==> src/rtl/sinc_decimator_mc.sv <==
// sinc_decimator_mc: multi-channel sincN (CIC) decimator for 1-bit sigma-delta
// bitstreams. ORDER integrators run at the bitstream rate. A run-time
// power-of-two decimator feeds ORDER pipelined combs, which then fill a
// single-entry ready/valid output buffer. Start-up results are suppressed
// until the filter has settled.
module sinc_decimator_mc #(
  parameter int NCH          = 2,
  parameter int ORDER        = 3,
  parameter int LOG2_OSR_MAX = 6,
  parameter int OUT_W        = ORDER*LOG2_OSR_MAX+1
) (
  input  logic                                 clk,
  input  logic                                 rst,
  input  logic                                 bit_en,
  input  logic [NCH-1:0]                       din,
  input  logic [$clog2(LOG2_OSR_MAX+1)-1:0]    osr_sel,
  output logic [NCH*OUT_W-1:0]                 dout,
  output logic                                 dout_valid,
  input  logic                                 dout_ready,
  output logic                                 overrun,
  output logic                                 settling
);

  localparam int OSR_W    = $clog2(LOG2_OSR_MAX+1);
  localparam int CNT_W    = LOG2_OSR_MAX;
  localparam int SETTLE_N = ORDER + 1;
  localparam int SC_W     = $clog2(SETTLE_N+1);

  logic [OSR_W-1:0]       osr_clamped;
  logic [OSR_W-1:0]       osr_reg;
  logic [OSR_W-1:0]       osr_d_reg;
  logic                   flush;

  logic [CNT_W-1:0]       dec_cnt_reg;
  logic [CNT_W-1:0]       cnt_max;
  logic                   dec_last;
  logic                   capture;

  // stg_vld_reg[s] is high the cycle after comb stage s produced a new value
  logic [ORDER-1:0]       stg_vld_reg;
  logic                   new_result;
  logic [NCH*OUT_W-1:0]   result_bus;

  logic [NCH*OUT_W-1:0]   dout_reg;
  logic                   dout_valid_reg;
  logic                   overrun_reg;
  logic                   settling_reg;
  logic [SC_W-1:0]        settle_cnt_reg;

  // Force the requested ratio into the legal range 1..LOG2_OSR_MAX
  always_comb begin
    osr_clamped = osr_sel;
    if (osr_sel == '0)
      osr_clamped = OSR_W'(1);
    else if (osr_sel > OSR_W'(LOG2_OSR_MAX))
      osr_clamped = OSR_W'(LOG2_OSR_MAX);
  end

  // Register the ratio and keep a delayed copy. Reset loads both copies so
  // that leaving reset never causes a spurious flush.
  always_ff @(posedge clk) begin
    if (rst) begin
      osr_reg   <= osr_clamped;
      osr_d_reg <= osr_clamped;
    end else begin
      osr_reg   <= osr_clamped;
      osr_d_reg <= osr_reg;
    end
  end

  // A ratio change restarts the whole filter one clk after it is registered
  assign flush = (osr_reg != osr_d_reg);

  // Terminal count of the decimation counter is R-1 = 2^osr - 1
  always_comb begin
    cnt_max = CNT_W'((32'd1 << osr_reg) - 32'd1);
  end

  assign dec_last = (dec_cnt_reg == cnt_max);
  assign capture  = bit_en && dec_last;

  // Count bit_en pulses 0..R-1 and wrap on the capturing pulse
  always_ff @(posedge clk) begin
    if (rst || flush)
      dec_cnt_reg <= '0;
    else if (bit_en)
      dec_cnt_reg <= dec_last ? '0 : dec_cnt_reg + CNT_W'(1);
  end

  // Walk the decimated-sample marker through the comb pipeline
  always_ff @(posedge clk) begin
    if (rst || flush) begin
      stg_vld_reg <= '0;
    end else begin
      stg_vld_reg[0] <= capture;
      for (int s = 1; s < ORDER; s++)
        stg_vld_reg[s] <= stg_vld_reg[s-1];
    end
  end

  assign new_result = stg_vld_reg[ORDER-1];

  genvar gi;
  generate
    for (gi = 0; gi < NCH; gi++) begin : g_ch
      logic [OUT_W-1:0] integ_reg   [ORDER];
      logic [OUT_W-1:0] cmb_out_reg [ORDER];
      logic [OUT_W-1:0] cmb_dly_reg [ORDER];

      // Integrator cascade. Each stage adds the previous stage's registered
      // value, and the sum wraps modulo 2^OUT_W.
      always_ff @(posedge clk) begin
        if (rst || flush) begin
          for (int j = 0; j < ORDER; j++)
            integ_reg[j] <= '0;
        end else if (bit_en) begin
          integ_reg[0] <= integ_reg[0] + {{(OUT_W-1){1'b0}}, din[gi]};
          for (int j = 1; j < ORDER; j++)
            integ_reg[j] <= integ_reg[j] + integ_reg[j-1];
        end
      end

      // Comb pipeline. Stage 0 differentiates the captured integrator
      // value, and each later stage fires one clk after its predecessor.
      always_ff @(posedge clk) begin
        if (rst || flush) begin
          for (int s = 0; s < ORDER; s++) begin
            cmb_out_reg[s] <= '0;
            cmb_dly_reg[s] <= '0;
          end
        end else begin
          if (capture) begin
            cmb_dly_reg[0] <= integ_reg[ORDER-1];
            cmb_out_reg[0] <= integ_reg[ORDER-1] - cmb_dly_reg[0];
          end
          for (int s = 1; s < ORDER; s++) begin
            if (stg_vld_reg[s-1]) begin
              cmb_dly_reg[s] <= cmb_out_reg[s-1];
              cmb_out_reg[s] <= cmb_out_reg[s-1] - cmb_dly_reg[s];
            end
          end
        end
      end

      assign result_bus[gi*OUT_W +: OUT_W] = cmb_out_reg[ORDER-1];
    end
  endgenerate

  // Settling suppression and the single-entry output buffer. A flush keeps
  // the sticky overrun flag.
  always_ff @(posedge clk) begin
    if (rst) begin
      dout_reg       <= '0;
      dout_valid_reg <= 1'b0;
      overrun_reg    <= 1'b0;
      settling_reg   <= 1'b1;
      settle_cnt_reg <= '0;
    end else if (flush) begin
      dout_valid_reg <= 1'b0;
      settling_reg   <= 1'b1;
      settle_cnt_reg <= '0;
    end else if (new_result) begin
      if (settle_cnt_reg < SC_W'(SETTLE_N)) begin
        settle_cnt_reg <= settle_cnt_reg + SC_W'(1);
      end else begin
        dout_reg       <= result_bus;
        dout_valid_reg <= 1'b1;
        settling_reg   <= 1'b0;
        if (dout_valid_reg && !dout_ready)
          overrun_reg <= 1'b1;
      end
    end else if (dout_valid_reg && dout_ready) begin
      dout_valid_reg <= 1'b0;
    end
  end

  assign dout       = dout_reg;
  assign dout_valid = dout_valid_reg;
  assign overrun    = overrun_reg;
  assign settling   = settling_reg;

endmodule

==> config.mk <==
export PLATFORM = sky130hd
export DESIGN_NAME = sinc_decimator_mc
export DESIGN_NICKNAME = d
export VERILOG_FILES = /design/src/rtl/sinc_decimator_mc.sv
export SDC_FILE = /design/constraint.sdc
export NUM_CORES = 1
export LEC_CHECK = 0
export BUFFER_PORTS_ARGS = -buffer_cell sky130_fd_sc_hd__buf_2
export CELL_PAD_IN_SITES_DETAIL_PLACEMENT = 1
export CELL_PAD_IN_SITES_GLOBAL_PLACEMENT = 1
export CORE_ASPECT_RATIO = 1.1
export CORE_UTILIZATION = 51
export CTS_BUF_LIST = sky130_fd_sc_hd__clkbuf_4 sky130_fd_sc_hd__clkbuf_8 sky130_fd_sc_hd__clkbuf_16
export CTS_CLUSTER_DIAMETER = 50
export DETAILED_ROUTE_END_ITERATION = 12
export GPL_TIMING_DRIVEN = 0
export PLACE_DENSITY = 0.81
export SLEW_MARGIN = 15
export SYNTH_ARGS = -nofsm -noshare
export SYNTH_HDL_FRONTEND = slang
export SYNTH_SLANG_ARGS = --single-unit
export TNS_END_PERCENT = 10
==> constraint.sdc <==
create_clock -name clk -period 8.8 [get_ports clk]
set_input_delay 2.2 -clock clk [delete_from_list [all_inputs] [get_ports clk]]
set_output_delay 2.2 -clock clk [all_outputs]
set_load 0.1 [all_outputs]
==> impl_metrics.yaml <==
setup_path:
  critPathSlowestCell: "clkbuf_1"
  rr_endpoint: "g_ch[0].cmb_out_reg[2][9]"
  critPathMaxStageDelay_ps: 650
  end_kind: "flop"
  crit_top_cell: "clkbuf_1"
  r2r-start: "osr_reg[2]"
  crit_buf_inv: 4
  required_ps: 9100
  worst-setup-path-type: "in -> reg"
  cp_cell_sequence: "clkbuf_1 -> nor2_1 -> clkbuf_1 -> clkbuf_1 -> nand2_4 -> buf_16"
  reg2reg_depth: 11
  crit_family: "buffers and inverters"
  reg2reg_slack_ps: 4360
  critPathMaxFanout: 59
  crit_path_end: "g_ch[0].integ_reg[0][17]"
  cp.depth: 6
  critPathLaunch: "rst"
  critPathArrivalTime_ps: 5430
  cp-start-kind: "input pin"
global_route:
  grt_max_degree: 60
  antenna_found_initial: 1
  grt_pass1_vias: 19229
  overflow: 0
  track_usage_pct: 25.1
  grt_pass1_wl_um: 96800
clock_tree:
  cts.sinks: 401
  cts_max_level: 2
  cts_tree: "yes"
  ctsResizeCount: 0
  hold_buffers: 0
  cts_setup_buffers: 0
  path_clk_slew_ps: 60
  clock_path_buffers: 3
  cts-root-buf: "clkbuf_16"
  cts-buffers-inserted: 48
  clk_latency_ps: 590
route:
  wl_per_cell_um: 19.4
  final_antenna_net_count: 0
  drt_iter0_drc: 759
  avgViaCountPerCell: 5.86
  vias: 17927
  dr.pass1.iters: 4
  totalWireLength_um: 59200
  drc: 0
flow_run:
  maxCapViolCount: 0
power_and_ir_drop:
  switching_share_pct: 28.2
  powerDensity_nw_per_um2: 200
  p_switching_mw: 1.50
  combPwrFrac_pct: 19.5
  seq_power_share_pct: 41.3
  ir_drop_mv: 0.176
  p_clk_share_pct: 39.3
  totalPowerFinal_mw: 5.32
  leakagePower_nw: 11.5
  power.internal_mw: 3.82
timing:
  skew_ps: 27.4
  setup_viol: 0
  slew_headroom_pct: 37.6
  period_needed_ps: 5130
  finalMaxSlewViolations: 0
  tightest_slew_ps: 936
  fin_setup_tns_ps: 0
  period_share_pct: 58.3
  hold_viol_final: 0
  rsz0062_at_grt: "false"
  fmax_ghz: 0.195
outcome:
  outcome: "completed"
worst_hold_path:
  hp-class: "reg -> reg"
yosys:
  syn_nets: 2532
  postSynthAreaPerCell_um2: 10.2
  synth_ff_type: "edfxtp_1"
  yosysSeqAreaShare_pct: 48.2
  async_reset_ff_share_pct: 0
  yosys_warnings: 0
  ys_types: 68
  ys_ff_latch: 401
  synth_cells: 2326
  synth_edf_count: 342
  netlist_area_um2: 23800
die:
  rows: 82
  initial_core_util_pct: 51.9
  dieArea_um2: 47500
  io_pins: 50
  die_w_um: 208
  dieHeight_um: 228
  core_area_um2: 45800
cells_and_area:
  finalNetCount: 2635
  drive_gt1_share_pct: 7.74
  design_area_um2: 26600
  num_antenna_cells: 0
  area_delta_synth_final_pct: 12.0
placement:
  portBuffers: 47
  place.gp.congestion: 0.873
  hpwl_um: 43000
  placed_area_um2: 24900
worst min path at each step:
stage                        start        endpoint  slack [ps]  cells past startpoint
global placement          dout[33]        dout[33]         440                      2
floorplan           stg_vld_reg[0]  stg_vld_reg[1]         450                      1
CTS                        dout[9]         dout[9]         450                      2
detailed placement         dout[9]         dout[9]         450                      2
finish                     dout[9]         dout[9]         450                      2
global route              dout[27]        dout[27]         470                      2
worst reg2reg max path: cells and delay by family, from the launching register on:
kind	cells	cell delay, ps
AO/OA/AOI/OAI	2	500
XOR/XNOR	1	120
adder cells (fa/ha/maj)	1	270
buffers and inverters	2	620
flip-flops	1	320
AND/OR/NAND/NOR	5	2490
cell type report:
class	instances	area, µm²
Fill cell	5002	19100
Multi-Input combinational cell	1716	11500
Sequential cell	401	11500
Clock buffer	67	1460
Tap cell	588	736
Inverter	127	477
Timing Repair Buffer	53	393
Buffer	82	353
Clock inverter	23	244
synthesized netlist by cell type, types with 7 or more instances:
cell | number | area, µm²
a211oi_1 | 33 | 248
a21o_1 | 65 | 488
a21oi_1 | 154 | 771
a221oi_1 | 9 | 78.8
a31oi_1 | 22 | 138
and2_1 | 12 | 75.1
and3_1 | 139 | 870
and4_1 | 8 | 70.1
buf_2 | 14 | 70.1
clkbuf_1 | 55 | 206
clkbuf_2 | 7 | 35.0
dfxtp_1 | 59 | 1180
edfxtp_1 | 342 | 10300
fa_1 | 10 | 200
ha_1 | 187 | 2340
inv_1 | 127 | 477
mux2i_1 | 7 | 70.1
nand2_1 | 183 | 687
nand2b_1 | 20 | 125
nand3_1 | 53 | 265
nand4_1 | 21 | 131
nor2_1 | 264 | 991
nor2b_1 | 26 | 163
nor3_1 | 40 | 200
nor4_1 | 7 | 43.8
o2111ai_1 | 8 | 70.1
o211ai_1 | 18 | 135
o21a_1 | 26 | 195
o21ai_0 | 94 | 470
o21bai_1 | 15 | 113
o31a_1 | 11 | 96.3
o31ai_1 | 12 | 90.1
or3_1 | 13 | 81.3
xnor2_1 | 81 | 709
xor2_1 | 100 | 876
cell families (layout without fill, tap and decap cells):
group | Yosys count | in the layout | synth area share (%)
buffers and inverters | 209 | 352 | 3.49
AND/OR/NAND/NOR | 809 | 809 | 16.3
flip-flops | 401 | 401 | 48.2
AO/OA/AOI/OAI | 518 | 518 | 14.1
XOR/XNOR | 181 | 181 | 6.67
multiplexers | 11 | 11 | 0.485
adder cells (fa/ha/maj) | 197 | 197 | 10.7
per-layer routing:
layer	share of wire, %	up-vias	GRT usage [%]	wire, µm
met5	0	-	0	0
met4	3.7	0	9.77	2170
met3	3.6	118	3.78	2100
met2	52	326	47.2	30800
met1	41	8782	28.4	24100
li1	-	8701	-	-
metrics by stage:
stage / std cells / util [%] / hold slack (ps) / setup WS (ps)
detailed placement: 2967 / 54.4 / 445 / 3090
global route: 3057 / 58.2 / 471 / 3500
floorplan: 2326 / - / 447 / 2150
global placement: 2961 / 54.0 / 439 / 350
CTS: 3057 / 58.2 / 453 / 3650
finish: 3057 / 58.2 / 451 / 3670
placed cells by master (no fill, tap or decap), types with 33 or more instances in the layout:
master and count:
xnor2_1 81, clkbuf_16 52, a21o_1 65, buf_2 61
edfxtp_1 342, a21oi_1 154, a211oi_1 33, nor2_1 264
nor3_1 40, nand3_1 53, xor2_1 100, ha_1 187
dfxtp_1 59, o21ai_0 94, clkbuf_1 55, inv_1 127
and3_1 139, nand2_1 182
power groups by stage:
stage,registers (mW),clock network (mW),logic (mW)
3_3_place_gp,2.24,0,0.958
5_1_grt,2.20,2.19,1.14
2_1_floorplan,2.22,0,0.787
3_5_place_dp,2.23,0,1.01
6_report,2.19,2.09,1.04
4_1_cts,2.19,2.13,1.03
No activity file was read; power rests on OpenSTA's default activity.
